`src/rtl/pipeline_pkg.sv`:
```
// Shared definitions for the MEM-stage access controller: FSM encoding,
// access size codes and the data value reported on a failed access.
package pipeline_pkg;

  typedef enum logic [1:0] {
    ST_IDLE = 2'd0,
    ST_BUSY = 2'd1,
    ST_DONE = 2'd2
  } state_t;

  localparam logic [1:0]  SZ_BYTE      = 2'b00;
  localparam logic [1:0]  SZ_HALF      = 2'b01;
  localparam logic [1:0]  SZ_WORD      = 2'b10;
  localparam logic [31:0] MEM_ERR_DATA = 32'hDEADBEEF;

  // Memory is word addressed: the byte offset never reaches the bus.
  function automatic logic [31:0] word_addr(input logic [31:0] a);
    return {a[31:2], 2'b00};
  endfunction

endpackage

```
`src/rtl/mem_lane_align.sv`:
```
// Byte-lane handling for sub-word accesses (used only when MEM_SUBWORD_EN
// is defined): byte enables and store-lane replication from the current
// request, load extraction and sign/zero extension from the latched request.
module mem_lane_align
  import pipeline_pkg::*;
(
  input  logic [1:0]  st_size,
  input  logic [1:0]  st_off,
  input  logic [31:0] st_data,
  output logic [3:0]  be,
  output logic [31:0] lane_data,
  output logic        misaligned,
  input  logic [1:0]  ld_size,
  input  logic [1:0]  ld_off,
  input  logic        ld_unsigned,
  input  logic [31:0] rdata,
  output logic [31:0] ld_data
);

  logic [7:0]  ld_byte;
  logic [15:0] ld_half;

  // Store side: lane enables, replicated data, alignment check.
  always_comb begin
    be         = 4'hF;
    lane_data  = st_data;
    misaligned = 1'b0;
    case (st_size)
      SZ_BYTE: begin
        be        = 4'b0001 << st_off;
        lane_data = {4{st_data[7:0]}};
      end
      SZ_HALF: begin
        be         = st_off[1] ? 4'b1100 : 4'b0011;
        lane_data  = {2{st_data[15:0]}};
        misaligned = st_off[0];
      end
      default: misaligned = |st_off;
    endcase
  end

  // Load side: pick the addressed lane and extend to 32 bits.
  always_comb begin
    ld_byte = rdata[{ld_off, 3'b000} +: 8];
    ld_half = ld_off[1] ? rdata[31:16] : rdata[15:0];
    case (ld_size)
      SZ_BYTE: ld_data = {{24{~ld_unsigned & ld_byte[7]}}, ld_byte};
      SZ_HALF: ld_data = {{16{~ld_unsigned & ld_half[15]}}, ld_half};
      default: ld_data = rdata;
    endcase
  end

endmodule

```
`src/rtl/mem_access_ctrl.sv`:
```
// MEM-stage controller: passes non-memory instructions to MEM/WB in one
// cycle, runs a req/ack data-memory access for loads/stores while stalling
// the upstream pipe, and aborts an access that is not acked in MAX_WAIT
// BUSY cycles. Optional macro MEM_SUBWORD_EN adds byte/half accesses.
// Memory handshake: mem_req rises with address/data/byte enables and stays
// high until the cycle in which mem_ack (a one-cycle pulse) is seen or the
// access times out; mem_ack outside BUSY is ignored.
module mem_access_ctrl
  import pipeline_pkg::*;
#(
  parameter int MAX_WAIT = 15
) (
  input  logic        clk,
  input  logic        reset,
  input  logic [1:0]  WBin,
  input  logic [1:0]  MEMin,
  input  logic [31:0] ALUin,
  input  logic [31:0] WDin,
  input  logic [4:0]  WNin,
  output logic [1:0]  WBout,
  output logic [31:0] DMout,
  output logic [31:0] ADDRout,
  output logic [4:0]  WNout,
  output logic        wb_enable,
  output logic        stall,
  output logic        mem_req,
  output logic        mem_we,
  output logic [31:0] mem_addr,
  output logic [31:0] mem_wdata,
  output logic [3:0]  mem_be,
  input  logic [31:0] mem_rdata,
  input  logic        mem_ack,
  output logic        err,
`ifdef MEM_SUBWORD_EN
  input  logic [1:0]  SIZEin,
  input  logic [0:0]  UNSIGNEDin,
`endif
  output logic [1:0]  fsm_state
);

  localparam logic [7:0] LAST_CNT = 8'(MAX_WAIT - 1);

  state_t      state, next_state;
  logic        access, timeout;
  logic [1:0]  lat_wb;
  logic [31:0] lat_addr, lat_data;
  logic [4:0]  lat_wn;
  logic        lat_rd;
  logic [7:0]  cnt;
  logic [3:0]  st_be;
  logic [31:0] st_data, ld_data;
  logic        misaligned;

  assign access    = MEMin[1] | MEMin[0];
  assign timeout   = (cnt == LAST_CNT);
  assign fsm_state = state;

`ifdef MEM_SUBWORD_EN
  logic [1:0] lat_size;
  logic       lat_uns;

  mem_lane_align u_align (
    .st_size     (SIZEin),
    .st_off      (ALUin[1:0]),
    .st_data     (WDin),
    .be          (st_be),
    .lane_data   (st_data),
    .misaligned  (misaligned),
    .ld_size     (lat_size),
    .ld_off      (lat_addr[1:0]),
    .ld_unsigned (lat_uns),
    .rdata       (mem_rdata),
    .ld_data     (ld_data)
  );

  // Remember size/sign of the access for load extraction in BUSY.
  always_ff @(posedge clk) begin
    if (reset) begin
      lat_size <= SZ_BYTE;
      lat_uns  <= 1'b0;
    end else if (state == ST_IDLE && access) begin
      lat_size <= SIZEin;
      lat_uns  <= UNSIGNEDin[0];
    end
  end
`else
  assign st_be      = 4'hF;
  assign st_data    = WDin;
  assign misaligned = 1'b0;
  assign ld_data    = mem_rdata;
`endif

  // State register.
  always_ff @(posedge clk) begin
    if (reset) state <= ST_IDLE;
    else       state <= next_state;
  end

  // Next state: misaligned accesses skip the bus; DONE lasts one cycle.
  always_comb begin
    next_state = state;
    case (state)
      ST_IDLE: if (access) next_state = misaligned ? ST_DONE : ST_BUSY;
      ST_BUSY: if (mem_ack || timeout) next_state = ST_DONE;
      ST_DONE: next_state = ST_IDLE;
      default: next_state = ST_IDLE;
    endcase
  end

  // Access datapath: latch the instruction, drive the bus, capture the result.
  always_ff @(posedge clk) begin
    if (reset) begin
      mem_req   <= 1'b0;
      mem_we    <= 1'b0;
      mem_addr  <= '0;
      mem_wdata <= '0;
      mem_be    <= '0;
      err       <= 1'b0;
      lat_wb    <= '0;
      lat_addr  <= '0;
      lat_wn    <= '0;
      lat_rd    <= 1'b0;
      lat_data  <= '0;
      cnt       <= '0;
    end else begin
      case (state)
        ST_IDLE: begin
          if (access) begin
            lat_wb   <= WBin;
            lat_addr <= ALUin;
            lat_wn   <= WNin;
            lat_rd   <= MEMin[1];
            cnt      <= '0;
            if (misaligned) begin
              err      <= 1'b1;
              lat_data <= MEM_ERR_DATA;
            end else begin
              mem_req   <= 1'b1;
              mem_we    <= ~MEMin[1];
              mem_addr  <= word_addr(ALUin);
              mem_wdata <= st_data;
              mem_be    <= st_be;
              lat_data  <= '0;
            end
          end
        end
        ST_BUSY: begin
          cnt <= cnt + 8'd1;
          if (mem_ack) begin
            mem_req <= 1'b0;
            if (lat_rd) lat_data <= ld_data;
          end else if (timeout) begin
            mem_req  <= 1'b0;
            err      <= 1'b1;
            lat_data <= MEM_ERR_DATA;
          end
        end
        default: ;
      endcase
    end
  end

  // Outputs: IDLE passes the current instruction, DONE presents the latched one.
  always_comb begin
    wb_enable = 1'b0;
    stall     = 1'b0;
    WBout     = lat_wb;
    ADDRout   = lat_addr;
    WNout     = lat_wn;
    DMout     = lat_data;
    case (state)
      ST_IDLE: begin
        wb_enable = ~access;
        stall     = access;
        WBout     = WBin;
        ADDRout   = ALUin;
        WNout     = WNin;
        DMout     = '0;
      end
      ST_BUSY: stall = 1'b1;
      ST_DONE: wb_enable = 1'b1;
      default: ;
    endcase
  end

endmodule

```
`config.mk`:
```
export PLATFORM = sky130hd
export DESIGN_NAME = mem_access_ctrl
export DESIGN_NICKNAME = d
export VERILOG_FILES = /design/src/rtl/pipeline_pkg.sv /design/src/rtl/mem_lane_align.sv /design/src/rtl/mem_access_ctrl.sv
export SDC_FILE = /design/constraint.sdc
export NUM_CORES = 1
export LEC_CHECK = 0
export ABC_CLOCK_PERIOD_IN_PS = 1700
export CAP_MARGIN = 20
export CORE_MARGIN = 5
export CORE_UTILIZATION = 42
export CTS_CLUSTER_DIAMETER = 30
export CTS_CLUSTER_SIZE = 40
export DETAILED_ROUTE_END_ITERATION = 6
export PLACE_DENSITY = 0.92
export SYNTH_ARGS = -nofsm -noshare
export SYNTH_HDL_FRONTEND = slang
export SYNTH_HIERARCHICAL = 1
export SYNTH_SLANG_ARGS = --single-unit
```
`constraint.sdc`:
```
create_clock -name clk -period 1.7 [get_ports clk]
set_input_delay 0.17 -clock clk [delete_from_list [all_inputs] [get_ports clk]]
set_output_delay 0.17 -clock clk [all_outputs]
set_load 0.01 [all_outputs]
```
==> results of run 1 <==
==> layout by cell type, fill, tap and decap left out, types with 5 or more instances in the layout <==
cell and n:
buf_4 25, and2_4 27, clkbuf_16 26, nand2_4 60, nand2b_1 33, clkbuf_8 7
buf_6 82, nand2_2 10, a21oi_2 66, dfxtp_1 115, mux2_4 39, mux2i_1 32
buf_2 8, o21ai_0 26, nor2_1 16, and2_1 5, nand2_1 85, clkdlybuf4s50_1 177
a21oi_1 9, buf_12 15
==> critical path, stage by stage (launching register included) <==
cell,delay (ps)
dfxtp_4,370
buf_6,120
or2_4,270
buf_16,150
buf_8,120
nor2_4,270
buf_12,170
clkbuf_16,180
nand2_4,60
a21oi_2,180
==> repair_timing <==
| action | CTS | global route |
|---|---|---|
| setup endpoints to repair | 75 | 153 |
| gates resized for setup | 406 | 274 |
| buffers inserted | 12 | 15 |
| cloned | 5 | 13 |
| pin swaps | 2 | 131 |
==> kinds of logic (layout without fill, tap and decap cells) <==
family / Yosys count / count (layout)
simple gates: 258 / 258
flops: 118 / 118
compound gates: 114 / 114
buf+inv: 83 / 359
mux: 72 / 72
fa+ha+maj: 2 / 2
other cells: 1 / 2
==> sequential cells by signal (all words and copies together), names as in the netlist <==
signal	cells
cnt	8
err	1
fsm_state	2
lat_addr	32
lat_data	32
lat_rd	1
lat_wb	2
lat_wn	5
mem_be	1
mem_req	1
mem_wdata	32
mem_we	1
==> power by group <==
part	switching, mW	internal, mW	leakage [nW]	total (mW)
Combinational	1.42	1.70	3.12	3.13
Sequential	0.153	2.97	0.970	3.12
Clock	1.29	2.28	0.295	3.57
Total	2.87	6.95	4.39	9.82
==> cell type report <==
| class | instances | area (sq um) | share of cell area (%) |
|---|---|---|---|
| Multi-Input combinational cell | 448 | 3630 | 34.8 |
| Timing Repair Buffer | 324 | 3600 | 34.6 |
| Sequential cell | 118 | 2370 | 22.8 |
| Clock buffer | 25 | 526 | 5.05 |
| Tap cell | 172 | 215 | 2.07 |
| Clock inverter | 7 | 66.3 | 0.637 |
| Inverter | 3 | 11.3 | 0.108 |
==> worst min-delay path by stage <==
stage                    from           end  slack (ps)  depth (start not counted)
finish                  reset  fsm_state[1]         250                          4
global route            reset  fsm_state[1]         240                          4
CTS                     reset  fsm_state[1]         200                          4
detailed placement  lat_wn[4]     lat_wn[4]         440                          2
global placement    lat_wn[4]     lat_wn[4]         440                          2
floorplan            MEMin[1]        mem_we         270                          1
==> routing by layer <==
metal,routed length (um),share of wire [%]
met4,1560,6.0
met1,8770,34
met2,12700,49
met5,0,0
met3,2740,11
==> metrics.cfg, run 1 <==
[run_status]
status = finished, violations left
violations = negative setup slack

[worst_setup_path]
reg2reg_slack_ps = -290
critPathKind = reg2reg
arrival_ps = 2320
cp_max_fo = 6
critPathLaunch = fsm_state[0]
cp-start-kind = register
r2r_end = lat_addr[28]
r2r_start = fsm_state[0]
worstPathRequired_ps = 2020
crit_path_end_kind = register
endpoint = lat_addr[28]
ff2ff_path_depth = 9

[cells_and_area]
drive_gt1_share_pct = 43.2
fin_nets = 1022
diodes = 0
layoutNonFillerInstCount = 1097
fill_cells = 631
fin_area_sq_um = 10400
area_delta_synth_final_pct = 91.4
final_core_util_pct = 82.2

[power_and_ir_drop]
total_power_mw = 9.82
p_leak_nw = 4.39
powerDensity_nw_per_um2 = 942
vdd_drop_max_mv = 0.653

[route]
ant_nets = 0
drtIter0Drc = 442
routed_via_density = 5.54
wire_per_inst_um = 23.5
drc = 0
first_pass_iters = 5
num_vias = 6079
wirelength_um = 25700

[worst_hold_path]
hp-class = in2reg

[timing]
setup-tns-final_ps = -25610
whs_ps = 253
hold_viol = 0
slew_headroom_pct = 51.1
fmax_mhz = 502
slew_viol_final = 0
worst_pin_slew_ps = 734
rsz0062_at_grt = true
finalClockSkew_ps = 9.02
finalSetupViolations = 167
fin_crit_ps = 1990
fin_crit_sh_pct = 117
setup_slack_ps = -294

[global_route]
top_usage_layer = met2
gr-usage-met3_pct = 8.31
grtUsageMet1_pct = 25.1
grt_overflow = 0
use_met2_pct = 41.7
grt_usage_pct = 23.8
grt_max_degree = 59
grt_pass1_vias = 5517
grt_antenna_before_repair = 0
grt_pass1_wl_um = 28100

[yosys]
seq_area_frac_synth_pct = 43.4
ys_ff_latch = 118
netlist_area_sq_um = 5440
ys.warnings.count = 6
synth_fa_ha_area_share_pct = 0.460
synthMostInstantiatedCell = nand2_1
synth.top_cell.area_share_pct = 43.4
synth-edff-count = 0
ys.flop_type = dfxtp_1
synthSimpleGateAreaFrac_pct = 21.9
synth_cell_types = 39
syn_area_per_cell_sq_um = 8.40
syn_inst = 648
synth.mux.area_fraction_pct = 14.2
synth_compound_area_share_pct = 11.1
ys_top_cells_by_count = nand2_1 (155), dfxtp_1 (118), a21oi_1 (77)
ys_async_sr_fraction_pct = 0
synth.top_cells.by_area = dfxtp_1 (43%), nand2_1 (11%), mux2_2 (8.3%)
synth_top_family_by_area = simple AND/OR/NAND/NOR gates
synth_xor_area_share_pct = 0
yosys.area.top_type = dfxtp_1

[floorplanning]
initial_core_util_pct = 43.0
row_count = 41
die_area_sq_um = 15300
die_x_um = 124
core_sq_um = 12700
die_y_um = 124
ios = 254

[place]
globalplace.congestion = 0.813
place_area_sq_um = 8050
numPortBuffers = 251
place_ws_ps = -120
dp_hpwl_um = 12200
placedCellCount = 1024

[cts]
cts_max_level = 4
cts_tree = built
clkLatencyLatePin_ps = 410
clk_pin_slew_ps = 50
clockBufferDepth = 2
cts-root-buf = clkbuf_16
cts_hold_buf = 0
cts_sinks = 118
cts_buffers = 17

[job]
drv_cap = 0

No activity file was read; power rests on OpenSTA's default activity.
==> run 2: changes to the inputs <==
--- a/config.mk
+++ b/config.mk
@@ -12,7 +12,9 @@
 export CTS_CLUSTER_DIAMETER = 30
 export CTS_CLUSTER_SIZE = 40
 export DETAILED_ROUTE_END_ITERATION = 6
+export GPL_TIMING_DRIVEN = 0
 export PLACE_DENSITY = 0.92
+export SLEW_MARGIN = 30
 export SYNTH_ARGS = -nofsm -noshare
 export SYNTH_HDL_FRONTEND = slang
 export SYNTH_HIERARCHICAL = 1
==> run 2 against run 1 <==
The flow still finishes with violations (negative setup slack). Via count fell by 7.0%. Critical endpoint is now ADDRout[3]. Clock skew decreased by 2.6 ps. Register-to-register slack improved by 280 ps. Total power decreased by 2.1%. Clock-buffer cell count unchanged. Clock power up 12%. Sequential power hardly changed. Routed wire length is 24% lower. Cell area fell by 8.5%. Die area stayed put.
==> metrics.cfg, run 2 (synthesized netlist as in run 1, its figures left out) <==
[cts]
clkLatencyLatePin_ps = 410  ; about the same
cts_max_level = 4  ; unchanged
cts_hold_buf = 0  ; unchanged
cts-root-buf = clkbuf_16
cts_tree = built
cts_sinks = 118  ; unchanged
cts_buffers = 17  ; unchanged
clk_pin_slew_ps = 50  ; about the same
clockBufferDepth = 2  ; unchanged

[timing]
fin_crit_sh_pct = 113  ; -4.3 points
setup_slack_ps = -221  ; +72.8 ps
fmax_mhz = 521  ; +3.8%
slew_viol_final = 0  ; unchanged
finalSetupViolations = 72  ; -57%
rsz0062_at_grt = true
slew_headroom_pct = 50.2  ; -0.86 points
finalClockSkew_ps = 6.39  ; -2.64 ps
fin_crit_ps = 1920  ; -72.8 ps
hold_viol = 0  ; unchanged
worst_pin_slew_ps = 744  ; +10.1 ps

[global_route]
grt_overflow = 0  ; unchanged
grt_pass1_vias = 5790  ; +4.9%
grt_usage_pct = 25.0  ; +1.2 points
grt_antenna_before_repair = 0  ; unchanged
grt_pass1_wl_um = 29600  ; +5.3%
grt_max_degree = 17  ; -71%

[place]
numPortBuffers = 251  ; unchanged
place_area_sq_um = 8170  ; +1.5%
globalplace.congestion = 0.824  ; +1.4%
dp_hpwl_um = 13100  ; +6.7%

[floorplanning]
row_count = 41  ; unchanged
core_sq_um = 12700  ; unchanged
ios = 254  ; unchanged
initial_core_util_pct = 43.0  ; unchanged
die_area_sq_um = 15300  ; unchanged
die_y_um = 124  ; unchanged
die_x_um = 124  ; unchanged

[power_and_ir_drop]
vdd_drop_max_mv = 0.660  ; +1.0%
p_leak_nw = 4.10  ; -6.6%
powerDensity_nw_per_um2 = 1010  ; +6.9%

[worst_setup_path]
r2r_start = fsm_state[0]
worstPathRequired_ps = 1530  ; -490 ps
cp_max_fo = 6  ; unchanged
crit_path_end_kind = output pin
critPathKind = reg2out
arrival_ps = 1750  ; -570 ps
critPathLaunch = fsm_state[1]
reg2reg_slack_ps = -10  ; +280 ps
cp-start-kind = register

[route]
ant_nets = 0  ; unchanged
num_vias = 5652  ; -7.0%
routed_via_density = 4.98  ; -10%
wirelength_um = 19600  ; -24%
drtIter0Drc = 314  ; -29%
first_pass_iters = 5  ; unchanged
drc = 0  ; unchanged
wire_per_inst_um = 17.2  ; -27%

[run_status]
status = finished, violations left
violations = negative setup slack

[cells_and_area]
fin_area_sq_um = 9530  ; -8.5%
top_regs = lat_addr x32, lat_data x32, mem_wdata x32
drive_gt1_share_pct = 28.6  ; -15 points
fin_nets = 1060  ; +3.7%
diodes = 0  ; unchanged
final_core_util_pct = 75.2  ; -7.0 points
final_common_cell = clkdlybuf4s50_1
final_cell_mix = clkdlybuf4s50_1 (178), nand2_1 (154), dfxtp_1 (113), a21oi_1 (77)
fill_cells = 863  ; +37%
area_delta_synth_final_pct = 75.2

[job]
drv_cap = 0  ; unchanged

[worst_hold_path]
hp-class = in2reg
worstHoldStart = WDin[22]

-- run 2: cell count changes in the layout (fill, tap and decap cells not counted), sizes merged --
cell           before  now
bufinv              1    5
buf               137  157
clkinvlp            1    2
clkdlybuf4s50     177  178
clkbuf             34   51
clkinv              5    0
-- run 2: critical path, cell delays in order (launching register included) --
cell and delay, ps:
dfxtp_4 360, nor2_4 150, buf_12 150, buf_12 100, buf_16 130, mux2_4 320, buf_6 130
-- run 2: per-stage QoR --
stage | hold slack (ps) | setup TNS, ps | setup slack (ps) | total power, mW | std cells
3_3_place_gp | 439 | -69800 | -511 | 5.10 | 1072
2_1_floorplan | 266 | 0 | 129 | 4.10 | 649
5_1_grt | 297 | -17430 | -271 | 9.97 | 1135
4_1_cts | 286 | -10200 | -229 | 9.65 | 1135
6_report | 304 | -8720 | -221 | 9.61 | 1135
3_5_place_dp | 446 | -73300 | -543 | 5.14 | 1072
-- run 2: final timing paths --
path / endpoint / depth (start not counted)
setup / recovery: ADDRout[3] / 6
hold / removal: mem_wdata[22] / 3
setup reg to reg: lat_data[4] / 7
hold reg to reg: mem_wdata[9] / 2
-- run 2: repair_timing --
item | in CTS | in global routing
endpoints found under the setup margin | 174 | 188
gates cloned | 8 | 1
buffers inserted | 23 | 5
gates resized for setup | 449 | 39
pin swaps | 15 | 4
-- run 2: metal layers --
layer,share of wire [%],GRT usage [%],vias to the layer above
met3,9.1,8.49,45
li1,-,-,2714
met2,51,43.6,209
met1,37,27.2,2684
met5,0,0,-
met4,3.1,11.8,0
-- run 2: layout make-up --
class,instances,area (sq um),area share [%]
Clock buffer,25,495,5.20
Sequential cell,118,2370,24.9
Inverter,3,11.3,0.118
Tap cell,172,215,2.26
Timing Repair Buffer,284,2860,30.0
Multi-Input combinational cell,448,2820,29.6
Buffer,78,597,6.26
Clock inverter,7,165,1.73
-- run 2: power by group --
group | total [mW] | internal (mW) | switching, mW
sequential | 3.09 | 2.97 | 0.121
clock | 4.00 | 2.76 | 1.24
combinational | 2.52 | 1.46 | 1.05
